<file path="src/rtl/tinker_pkg.sv">
// Shared types and constants for the Tinker instruction fetch stage.
package tinker_pkg;

    localparam int INST_W = 32;
    localparam int ADDR_W = 64;
    localparam logic [ADDR_W-1:0] RESET_PC = 64'h0000_0000_0000_2000;

    typedef enum logic [0:0] {
        FETCH  = 1'b0,
        HALTED = 1'b1
    } fetch_state_t;

    typedef struct packed {
        logic [INST_W-1:0] word;
        logic [ADDR_W-1:0] pc;
    } fetch_entry_t;

    // Instruction words are 4-byte aligned; the low address bits are ignored.
    function automatic logic [ADDR_W-1:0] word_align(input logic [ADDR_W-1:0] addr);
        return addr & ~64'h0000_0000_0000_0003;
    endfunction

endpackage

</file>
<file path="src/rtl/tinker_fetch_checker.sv">
// Simulation-only protocol checks for the fetch stage's response accounting.
module tinker_fetch_checker #(
    parameter int CW = 3
) (
    input logic          clk,
    input logic          reset,
    input logic          imem_rsp_valid,
    input logic [CW-1:0] outstanding,
    input logic [CW-1:0] discard_cnt
);

    rsp_has_request: assert property (@(posedge clk) disable iff (reset)
        !(imem_rsp_valid && (outstanding == {CW{1'b0}})))
        else $error("tinker_fetch: response with no request outstanding");

    discard_bounded: assert property (@(posedge clk) disable iff (reset)
        discard_cnt <= outstanding)
        else $error("tinker_fetch: discard count exceeds outstanding requests");

endmodule

</file>
<file path="src/rtl/tinker_inst_fifo.sv">
// Synchronous FIFO of fetched {instruction word, pc}; flush overrides push and pop.
module tinker_inst_fifo
    import tinker_pkg::*;
#(
    parameter int DEPTH = 4,
    localparam int PW = $clog2(DEPTH),
    localparam int CW = $clog2(DEPTH + 1)
) (
    input  logic         clk,
    input  logic         reset,
    input  logic         push,
    input  fetch_entry_t push_data,
    input  logic         pop,
    input  logic         flush,
    output logic [CW-1:0] count,
    output fetch_entry_t head
);

    localparam logic [PW:0] PTR_ZERO = {(PW + 1){1'b0}};
    localparam logic [PW:0] PTR_ONE  = {{PW{1'b0}}, 1'b1};
    localparam logic [PW:0] PTR_FULL = (PW + 1)'(DEPTH);

    fetch_entry_t mem_r [DEPTH];
    logic [PW:0]  wptr_r;
    logic [PW:0]  rptr_r;
    logic [PW:0]  fill_s;
    logic         do_push_s;
    logic         do_pop_s;

    assign fill_s    = wptr_r - rptr_r;
    assign count     = CW'(fill_s);
    assign head      = mem_r[rptr_r[PW-1:0]];
    assign do_push_s = push && (fill_s != PTR_FULL);
    assign do_pop_s  = pop && (fill_s != PTR_ZERO);

    // Pointer and storage update; storage is cleared only by reset so the head reads zero after it.
    always_ff @(posedge clk) begin
        if (reset) begin
            wptr_r <= PTR_ZERO;
            rptr_r <= PTR_ZERO;
            for (int i = 0; i < DEPTH; i++) begin
                mem_r[i] <= {$bits(fetch_entry_t){1'b0}};
            end
        end else if (flush) begin
            wptr_r <= PTR_ZERO;
            rptr_r <= PTR_ZERO;
        end else begin
            if (do_push_s) begin
                mem_r[wptr_r[PW-1:0]] <= push_data;
                wptr_r                <= wptr_r + PTR_ONE;
            end
            if (do_pop_s) begin
                rptr_r <= rptr_r + PTR_ONE;
            end
        end
    end

endmodule

</file>
<file path="src/rtl/tinker_fetch.sv">
// Tinker instruction fetch: PC, in-order memory request/response tracking,
// redirect with discard of stale responses, halt, and the instruction buffer.
module tinker_fetch #(
    parameter int FIFO_DEPTH = 4,
    parameter logic [tinker_pkg::ADDR_W-1:0] RESET_PC = tinker_pkg::RESET_PC
) (
    input  logic                          clk,
    input  logic                          reset,
    output logic                          imem_req_valid,
    input  logic                          imem_req_ready,
    output logic [tinker_pkg::ADDR_W-1:0] imem_req_addr,
    input  logic                          imem_rsp_valid,
    input  logic [tinker_pkg::INST_W-1:0] imem_rsp_data,
    input  logic                          redirect_valid,
    input  logic [tinker_pkg::ADDR_W-1:0] redirect_pc,
    input  logic                          halt,
    output logic                          inst_valid,
    input  logic                          inst_ready,
    output logic [tinker_pkg::INST_W-1:0] instruction,
    output logic [tinker_pkg::ADDR_W-1:0] inst_pc
);

    import tinker_pkg::*;

    localparam int CW = $clog2(FIFO_DEPTH + 1);
    localparam logic [CW-1:0] CNT_ZERO = {CW{1'b0}};
    localparam logic [CW-1:0] CNT_ONE  = {{(CW - 1){1'b0}}, 1'b1};
    localparam logic [CW:0]   CREDIT   = (CW + 1)'(FIFO_DEPTH);
    localparam logic [ADDR_W-1:0] PC_STEP = 64'h0000_0000_0000_0004;

    fetch_state_t      state_r;
    fetch_state_t      state_s;
    logic [ADDR_W-1:0] pc_r;
    logic [ADDR_W-1:0] pc_s;
    logic [ADDR_W-1:0] rsp_pc_r;
    logic [ADDR_W-1:0] rsp_pc_s;
    logic [CW-1:0]     outstanding_r;
    logic [CW-1:0]     outstanding_s;
    logic [CW-1:0]     discard_r;
    logic [CW-1:0]     discard_s;
    logic [CW-1:0]     fifo_count_s;
    fetch_entry_t      head_s;
    fetch_entry_t      entry_s;
    logic              req_valid_s;
    logic              req_fire_s;
    logic              rsp_ok_s;
    logic              push_s;
    logic              pop_s;

    // Credit counts both buffered words and words still in flight, so every response has a slot.
    assign req_valid_s = !reset && (state_r == FETCH) && !halt &&
                         (({1'b0, outstanding_r} + {1'b0, fifo_count_s}) < CREDIT);
    assign req_fire_s  = req_valid_s && imem_req_ready;
    assign rsp_ok_s    = imem_rsp_valid && (outstanding_r != CNT_ZERO);
    assign push_s      = rsp_ok_s && !redirect_valid && (discard_r == CNT_ZERO);
    assign pop_s       = inst_valid && inst_ready;
    assign entry_s     = '{word: imem_rsp_data, pc: rsp_pc_r};

    assign imem_req_valid = req_valid_s;
    assign imem_req_addr  = pc_r;
    assign inst_valid     = (fifo_count_s != CNT_ZERO);
    assign instruction    = head_s.word;
    assign inst_pc        = head_s.pc;

    tinker_inst_fifo #(
        .DEPTH (FIFO_DEPTH)
    ) u_fifo (
        .clk       (clk),
        .reset     (reset),
        .push      (push_s),
        .push_data (entry_s),
        .pop       (pop_s),
        .flush     (redirect_valid),
        .count     (fifo_count_s),
        .head      (head_s)
    );

    // Next-state for PC, response tracking and the FETCH/HALTED machine.
    always_comb begin
        state_s       = state_r;
        pc_s          = pc_r;
        rsp_pc_s      = rsp_pc_r;
        discard_s     = discard_r;
        outstanding_s = outstanding_r + {{(CW - 1){1'b0}}, req_fire_s}
                                      - {{(CW - 1){1'b0}}, rsp_ok_s};
        if (redirect_valid) begin
            // Everything still owed by memory after this cycle belongs to the old path.
            pc_s      = word_align(redirect_pc);
            rsp_pc_s  = word_align(redirect_pc);
            discard_s = outstanding_s;
            state_s   = FETCH;
        end else begin
            if (req_fire_s) begin
                pc_s = pc_r + PC_STEP;
            end else begin
                pc_s = pc_r;
            end
            if (rsp_ok_s && (discard_r != CNT_ZERO)) begin
                discard_s = discard_r - CNT_ONE;
            end else if (push_s) begin
                rsp_pc_s = rsp_pc_r + PC_STEP;
            end else begin
                discard_s = discard_r;
            end
            case (state_r)
                FETCH:   state_s = halt ? HALTED : FETCH;
                HALTED:  state_s = HALTED;
                default: state_s = FETCH;
            endcase
        end
    end

    // Control register update.
    always_ff @(posedge clk) begin
        if (reset) begin
            state_r       <= FETCH;
            pc_r          <= RESET_PC;
            rsp_pc_r      <= RESET_PC;
            outstanding_r <= CNT_ZERO;
            discard_r     <= CNT_ZERO;
        end else begin
            state_r       <= state_s;
            pc_r          <= pc_s;
            rsp_pc_r      <= rsp_pc_s;
            outstanding_r <= outstanding_s;
            discard_r     <= discard_s;
        end
    end

    tinker_fetch_checker #(
        .CW (CW)
    ) u_checker (
        .clk            (clk),
        .reset          (reset),
        .imem_rsp_valid (imem_rsp_valid),
        .outstanding    (outstanding_r),
        .discard_cnt    (discard_r)
    );

endmodule

</file>
<file path="config.mk">
export PLATFORM = sky130hd
export DESIGN_NAME = tinker_fetch
export DESIGN_NICKNAME = d
export VERILOG_FILES = /design/src/rtl/tinker_pkg.sv /design/src/rtl/tinker_fetch_checker.sv /design/src/rtl/tinker_inst_fifo.sv /design/src/rtl/tinker_fetch.sv
export SDC_FILE = /design/constraint.sdc
export NUM_CORES = 1
export LEC_CHECK = 0
export CAP_MARGIN = 10
export CORE_UTILIZATION = 57
export CTS_CLUSTER_DIAMETER = 100
export DETAILED_ROUTE_END_ITERATION = 10
export PLACE_DENSITY_LB_ADDON = 0.12
export SYNTH_ARGS = -nofsm -noshare
export SYNTH_HDL_FRONTEND = slang
export SYNTH_SLANG_ARGS = --single-unit
</file>
<file path="constraint.sdc">
create_clock -name clk -period 4.1 [get_ports clk]
set_input_delay 0.82 -clock clk [delete_from_list [all_inputs] [get_ports clk]]
set_output_delay 0.82 -clock clk [all_outputs]
set_load 0.05 [all_outputs]
</file>
# --- Yosys cells after proc, flatten, opt, wreduce, memory -nomap -nowiden ---
# Memories as Yosys holds them, arrays and structs flattened. A register that Yosys moved wholly into a read port is not among the register bits.
# Index checks and enable logic that the tools add are counted.
totals:
  ff_bits: 141
  elab_cells: 69
  out_inout_bits: 162
  mem_bits_rw: 384
  memories: 1
  inputBits: 103
memory_table:
  columns: ["memory", "depth", "width", "rd", "rd_ports_with_merged_regs", "wr", "line", "source"]
  rows:
  - ["u_fifo.mem_r", 4, 96, 1, 1, 4, "tinker_inst_fifo.sv:23", "fetch_entry_t mem_r [DEPTH];"]
classes:
  magnitude_cmp: 1
  n_eq_ne: 2
  n_addsub: 9
  muxes: 20
  bitwise_logic: 2
  n_reduce_logical: 25
op_table:
  columns: ["operator", "count"]
  rows:
  - ["$mux 64", 5]
  - ["$add 64x3->64 const B", 2]
  - ["$mux 96", 1]
  - ["$reduce_or 96->1", 1]
  - ["$logic_and 1x1->1", 11]
  - ["$reduce_bool 3->1", 3]
  - ["$mux 1", 8]
  - ["$add 3x1->3 const B", 2]
  - ["$mux 2", 3]
  - ["$mux 3", 2]
  - ["$reduce_bool 2->1", 3]
  - ["$add 3x3->4", 1]
  - ["$lt 4x3->1 const B", 1]
  - ["$reduce_and 2->1", 2]
  - ["$add 3x1->3", 1]
  - ["$logic_not 1->1", 3]
  - ["$logic_not 3->1", 1]
  - ["$ne 3x3->1 const B", 1]
  - ["$sub 3x1->3", 1]
  - ["$sub 3x1->3 const B", 1]
  - ["$sub 3x3->3", 1]
  - ["$ne 2x2->1 const B", 1]
  - ["$not 1->1", 2]
  - ["$pmux 1 s2", 1]
  - ["$reduce_or 2->1", 1]

# --- Depth between registers and ports, before layout ---
logic_depth:
  ltp_word: 11
  mapped_depth: 21
  depth_no_buf: 19

# --- By module ---
# From an unflattened synthesis, not the netlist that was laid out.
unflattened:
  cells_unflattened: 2100
  area_unflattened_um2: 24513.5
modules_own_cells:
  columns: ["module", "n_inst", "seq_area_each_um2", "area_per_inst_um2", "cells_per_inst"]
  rows:
  - ["tinker_inst_fifo", 1, 11691.2, 16430.8, 1095]
  - ["tinker_fetch", 1, 2622.5, 8082.8, 1005]

# --- Worst setup path before layout ---
# OpenSTA, ideal clock, no wires.
synth_timing:
  path_kind: "register -> register"
  startpoint: "reg u_fifo.wptr_r[0]"
  endpoint: "reg discard_r[2]"
  slack_ns: 0.203
  path_stages_with_launch: 21
  t_arrival_ns: 3.811
  period_less_slack_ns: 3.897
  required_ns: 4.014
  setup_ns: 0.086
  n_path_buf: 2
  cell_sequence: "dfxtp_1 > inv_1 > ha_1 > inv_1 > fa_1 > xnor3_1 > ha_1 > nor4_2 > nand3_2 > inv_2 > and2_1 > buf_4 > inv_4 > buf_6 > ha_1 > inv_1 > ha_1 > inv_1 > fa_1 > xnor2_1 > a211oi_1"
synth_via:
  elab_chain_cells: 8
synth_rtl:
  columns: ["item", "line", "source"]
  rows:
  - ["from (decl)", "tinker_inst_fifo.sv:24", "logic [PW:0] wptr_r;"]
  - ["from (signal assigned)", "tinker_inst_fifo.sv:50", "wptr_r <= wptr_r + PTR_ONE;"]
  - ["$sub 3x3->3", "tinker_inst_fifo.sv:30", "assign fill_s = wptr_r - rptr_r;"]
  - ["$add 3x3->4", "tinker_fetch.sv:52", "(({1'b0, outstanding_r} + {1'b0, fifo_count_s}) < CREDIT);"]
  - ["$lt 4x3->1", "tinker_fetch.sv:52", null]
  - ["$logic_and 1x1->1", "tinker_fetch.sv:51", "assign req_valid_s = !reset && (state_r == FETCH) && !halt &&"]
  - ["via imem_req_valid", "tinker_fetch.sv:9", "output logic imem_req_valid,"]
  - ["$logic_and 1x1->1", "tinker_fetch.sv:53", "assign req_fire_s = req_valid_s && imem_req_ready;"]
  - ["$add 3x1->3", "tinker_fetch.sv:84", "outstanding_s = outstanding_r + {{(CW - 1){1'b0}}, req_fire_s}"]
  - ["$sub 3x1->3", "tinker_fetch.sv:85", "- {{(CW - 1){1'b0}}, rsp_ok_s};"]
  - ["$mux 3", "tinker_fetch.sv:86", "if (redirect_valid) begin"]
  - ["to (signal assigned)", "tinker_fetch.sv:126", "discard_r <= discard_s;"]
  - ["to (decl)", "tinker_fetch.sv:39", "logic [CW-1:0] discard_r;"]
# The timed path passes the listed nets, and every way through them passes these cells.
# A chain may end at the register's enable or synchronous reset.

# --- Worst setup path in the final report ---
layout_timing:
  startpoint: "reg u_fifo.wptr_r[0]"
  endpoint: "out imem_req_valid"
layout_via:
  elab_chain_cells: 4
layout_rtl:
  columns: ["item", "line"]
  rows:
  - ["$sub 3x3->3", "tinker_inst_fifo.sv:30"]
  - ["$add 3x3->4", "tinker_fetch.sv:52"]
  - ["$lt 4x3->1", "tinker_fetch.sv:52"]
  - ["$logic_and 1x1->1", "tinker_fetch.sv:51"]
  - ["to (decl)", "tinker_fetch.sv:9"]
# No other way between the ends.

==> flow_results.xml <==
<?xml version="1.0" encoding="UTF-8"?>
<metrics>
  <group name="die">
    <metric name="fp-row-count" unit="">74</metric>
    <metric name="effective_utilization_at_floorplan" unit="%">58.4</metric>
    <metric name="die_width" unit="µm">208</metric>
    <metric name="placeableCoreArea" unit="µm²">41200</metric>
    <metric name="vert_die_dim" unit="µm">208</metric>
    <metric name="die-area" unit="µm²">43100</metric>
    <metric name="boundaryPins" unit="">265</metric>
  </group>
  <group name="placed_design">
    <metric name="pre_cts_ws" unit="ps">243</metric>
    <metric name="place.detailed.instances" unit="">2565</metric>
    <metric name="detailed_place_hpwl" unit="µm">36300</metric>
    <metric name="place_congestion" unit="">0.895</metric>
    <metric name="place.port_buffers" unit="">258</metric>
  </group>
  <group name="synth">
    <metric name="number_of_distinct_library_cells_after_synthesis" unit="">79</metric>
    <metric name="synth.cell_area" unit="µm²">24100</metric>
    <metric name="synth_async_sr_flop_share" unit="%">0</metric>
    <metric name="synth_seq_area_share" unit="%">58.4</metric>
    <metric name="ys_ff_latch" unit="">515</metric>
    <metric name="synth_edf_count" unit="">376</metric>
    <metric name="synth.top_cells.by_area" unit="">sky130_fd_sc_hd__edfxtp_1, sky130_fd_sc_hd__dfxtp_1, sky130_fd_sc_hd__and2_1</metric>
    <metric name="synth_ff_type" unit="">sky130_fd_sc_hd__edfxtp_1</metric>
    <metric name="synth_top_area_share" unit="%">46.9</metric>
    <metric name="synth_top_cell_by_area" unit="">sky130_fd_sc_hd__edfxtp_1</metric>
    <metric name="synthTopCellsByCount" unit="">sky130_fd_sc_hd__and2_1, sky130_fd_sc_hd__edfxtp_1, sky130_fd_sc_hd__dfxtp_1, sky130_fd_sc_hd__mux4_2, sky130_fd_sc_hd__xor2_1</metric>
    <metric name="syn_inst" unit="">1857</metric>
    <metric name="ys_warn_count" unit="">0</metric>
    <metric name="synth_most_common_cell" unit="">sky130_fd_sc_hd__and2_1</metric>
    <metric name="synth_area_per_cell" unit="µm²">13.0</metric>
  </group>
  <group name="critical_path">
    <metric name="critical_path.max_fanout" unit="">5</metric>
    <metric name="cp_data_required_time" unit="ps">3280</metric>
    <metric name="rr_worst_depth" unit="">19</metric>
    <metric name="endpoint_kind" unit="">output pin</metric>
    <metric name="reg2reg_setup_slack" unit="ps">280</metric>
    <metric name="worstSetupPathType" unit="">register to output pin</metric>
    <metric name="critical_path.startpoint_type" unit="">register</metric>
    <metric name="worst_r2r_startpoint" unit="">u_fifo.wptr_r[0]$_SDFFE_PP0P_</metric>
    <metric name="r2r_end" unit="">discard_r[1]$_SDFFE_PP0P_</metric>
    <metric name="worst-endpoint-arrival" unit="ps">3020</metric>
  </group>
  <group name="hold_path">
    <metric name="worstHoldEndpoint" unit="">state_r$_SDFF_PP0_</metric>
    <metric name="worst_hold_startpoint" unit="">state_r$_SDFF_PP0_</metric>
    <metric name="worst_hold_path_type" unit="">register to register</metric>
    <metric name="min_path_cells" unit="">2</metric>
  </group>
  <group name="sta">
    <metric name="pin_slew_with_the_least_headroom_to_its_limit" unit="ps">1060</metric>
    <metric name="slew_headroom" unit="%">29.5</metric>
    <metric name="finalClockSkew" unit="ps">17.1</metric>
    <metric name="min_period_over_period" unit="%">93.8</metric>
    <metric name="total_setup_violations_reported_at_the_end_of_the_flow" unit="">0</metric>
    <metric name="totalNegativeSetupSlack" unit="ps">0</metric>
    <metric name="final_critical_path_time_including_i_o_delays_and_setup" unit="ps">3840</metric>
    <metric name="max_clock_freq" unit="GHz">0.260</metric>
    <metric name="rsz_0062_raised_after_global_routing" unit="">false</metric>
    <metric name="final.hold.worst_slack" unit="ps">490</metric>
    <metric name="timing.final.hold_violations" unit="">0</metric>
    <metric name="report.final.slew_viol_count" unit="">0</metric>
    <metric name="setup_slack" unit="ps">255</metric>
  </group>
  <group name="global_route">
    <metric name="global_route_wire_length_before_repair" unit="µm">89100</metric>
    <metric name="globalRouteTotalUtil" unit="%">26.8</metric>
    <metric name="largest_net_degree_at_the_start_of_global_routing" unit="">95</metric>
    <metric name="grt_pass1_vias" unit="">15700</metric>
    <metric name="antenna_violations_before_repair" unit="">0</metric>
    <metric name="global_route.overflow_total" unit="">0</metric>
  </group>
  <group name="power_and_ir_drop">
    <metric name="vdd.ir_drop.worst" unit="mV">0.293</metric>
    <metric name="power.leakage" unit="µW">0.0104</metric>
    <metric name="powerDensity" unit="nW/µm²">435</metric>
  </group>
  <group name="detailed_routing">
    <metric name="num_vias" unit="">15700</metric>
    <metric name="via_density" unit="">5.90</metric>
    <metric name="wl" unit="µm">57800</metric>
    <metric name="drt_iter0_drc" unit="">1091</metric>
    <metric name="antenna_violating_nets_post_route" unit="">0</metric>
    <metric name="wl_per_cell" unit="µm">21.7</metric>
    <metric name="drt_pre_antenna_iters" unit="">5</metric>
    <metric name="drt_drc_violations_left" unit="">0</metric>
  </group>
  <group name="finish">
    <metric name="final.fill_count" unit="">2895</metric>
    <metric name="synth_to_layout_area_growth" unit="%">19.5</metric>
    <metric name="final_nets" unit="">2203</metric>
    <metric name="layoutNonFillerInstCount" unit="">2662</metric>
    <metric name="diodes" unit="">0</metric>
    <metric name="drive_gt1_share" unit="%">12.0</metric>
  </group>
  <group name="cts">
    <metric name="tritoncts_num_sinks" unit="">515</metric>
    <metric name="clk_path_buf_depth" unit="">3</metric>
    <metric name="clkTransAtPathRegs" unit="ps">60</metric>
    <metric name="cts.root.buffer_cell" unit="">sky130_fd_sc_hd__clkbuf_16</metric>
    <metric name="clock_tree.htree_level_count" unit="">2</metric>
    <metric name="post-cts-setup-buffer-count" unit="">0</metric>
    <metric name="clock_insertion_delay_worst_skew" unit="ps">590</metric>
    <metric name="tritoncts_clock_tree" unit="">done</metric>
    <metric name="number_of_buffers_created_by_cts" unit="">52</metric>
  </group>
  <group name="run_status">
    <metric name="status" unit="">completed</metric>
  </group>
  <group name="flow_run">
    <metric name="drv_cap" unit="">0</metric>
  </group>
</metrics>
==> power breakdown <==
| part | switching (µW) | internal (µW) | leakage, µW | total (µW) |
|---|---|---|---|---|
| Combinational | 1180 | 706 | 0.00458 | 1880 |
| Clock | 1960 | 2530 | 0.000785 | 4500 |
| Sequential | 239 | 5910 | 0.00504 | 6150 |
| Total | 3380 | 9150 | 0.0104 | 12500 |
==> worst max-delay path by stage <==
stage | start | to
floorplan | u_fifo.wptr_r[0]$_SDFFE_PP0P_ | discard_r[2]$_SDFFE_PP0P_
global route | u_fifo.wptr_r[0]$_SDFFE_PP0P_ | discard_r[1]$_SDFFE_PP0P_
global placement | u_fifo.wptr_r[0]$_SDFFE_PP0P_ | discard_r[1]$_SDFFE_PP0P_
finish | u_fifo.wptr_r[0]$_SDFFE_PP0P_ | imem_req_valid
CTS | u_fifo.wptr_r[0]$_SDFFE_PP0P_ | imem_req_valid
detailed placement | u_fifo.wptr_r[0]$_SDFFE_PP0P_ | discard_r[1]$_SDFFE_PP0P_
==> flip-flops by register name, indices dropped and copies added (netlist names), named ones only <==
register and cells:
outstanding_r 3, rsp_pc_r 62, imem_req_addr 62, state_r 1, u_fifo.wptr_r 3, u_fifo.mem_r 376, u_fifo.rptr_r 3, discard_r 3
==> worst max-delay path, stage by stage (launching register included) <==
cell and delay (ps):
sky130_fd_sc_hd__dfxtp_1 390, sky130_fd_sc_hd__inv_2 140, sky130_fd_sc_hd__ha_1 150, sky130_fd_sc_hd__inv_1 50, sky130_fd_sc_hd__fa_1 360, sky130_fd_sc_hd__xnor3_1 220
sky130_fd_sc_hd__ha_1 300, sky130_fd_sc_hd__nor4_2 250, sky130_fd_sc_hd__nand3_2 210, sky130_fd_sc_hd__inv_2 160, sky130_fd_sc_hd__buf_4 210
==> area by class of cell <==
type                    instances  area, µm²  share of cell area [%]
clock buffers                  70       1410                    4.90
clock inverters                27        183                   0.635
inverters                      62        236                   0.822
multi-input cells            1162       9220                    32.1
flip-flops and latches        515      14100                    48.9
well taps                     532        666                    2.31
repair buffers                294       2980                    10.3
==> cells by family (layout without fill, tap and decap cells) <==
| logic type | after synthesis | in the layout | share of synthesized area, % |
|---|---|---|---|
| simple gates | 722 | 722 | 18.5 |
| compound gates | 210 | 210 | 5.80 |
| flops | 515 | 515 | 58.4 |
| mux | 95 | 95 | 8.83 |
| fa+ha+maj | 13 | 13 | 0.738 |
| xor+xnor | 118 | 118 | 4.35 |
| other cells | 1 | 4 | 0.0156 |
| buf+inv | 183 | 453 | 3.36 |
==> metrics by stage <==
stage	util (%)	power [µW]	cell area (µm²)
final	69.8	12500	28800
after global routing	69.8	12900	28800
after CTS	69.8	12600	28800
after detailed placement	66.0	8140	27200
after global placement	66.0	8110	27200
after floorplan	-	7410	24100
==> layer usage <==
metal / up-vias / part of all wire (%) / track usage [%]
met1: 7820 / 43 / 37.4
met5: - / 0 / 0
met2: 619 / 48 / 44.5
met4: 0 / 1.7 / 6.90
li1: 7192 / - / -
met3: 71 / 6.8 / 3.62
==> repair_timing <==
action | in CTS | in global routing
pin swaps | 0 | 1
resized for setup | 1 | 1
hold buffers | 0 | 0
endpoints found under the setup margin | 1 | 1
==> cell usage in the layout, fill, tap and decap left out, types with 31 or more instances in the layout <==
cell                              netlist  routed
sky130_fd_sc_hd__inv_1                 60      58
sky130_fd_sc_hd__a21boi_0              66      66
sky130_fd_sc_hd__nand3_1               47      47
sky130_fd_sc_hd__xor2_1                73      73
sky130_fd_sc_hd__and2_1               384     384
sky130_fd_sc_hd__mux4_2                94      94
sky130_fd_sc_hd__a21oi_1               64      64
sky130_fd_sc_hd__nor2_1                51      51
sky130_fd_sc_hd__clkbuf_16              0      53
sky130_fd_sc_hd__xnor2_1               44      44
sky130_fd_sc_hd__nand4_1               45      45
sky130_fd_sc_hd__edfxtp_1             376     376
sky130_fd_sc_hd__clkdlybuf4s50_1        0     254
sky130_fd_sc_hd__and3_1                31      31
sky130_fd_sc_hd__nand2_1               53      53
sky130_fd_sc_hd__dfxtp_1              139     137
No activity file was read; power rests on OpenSTA's default activity.
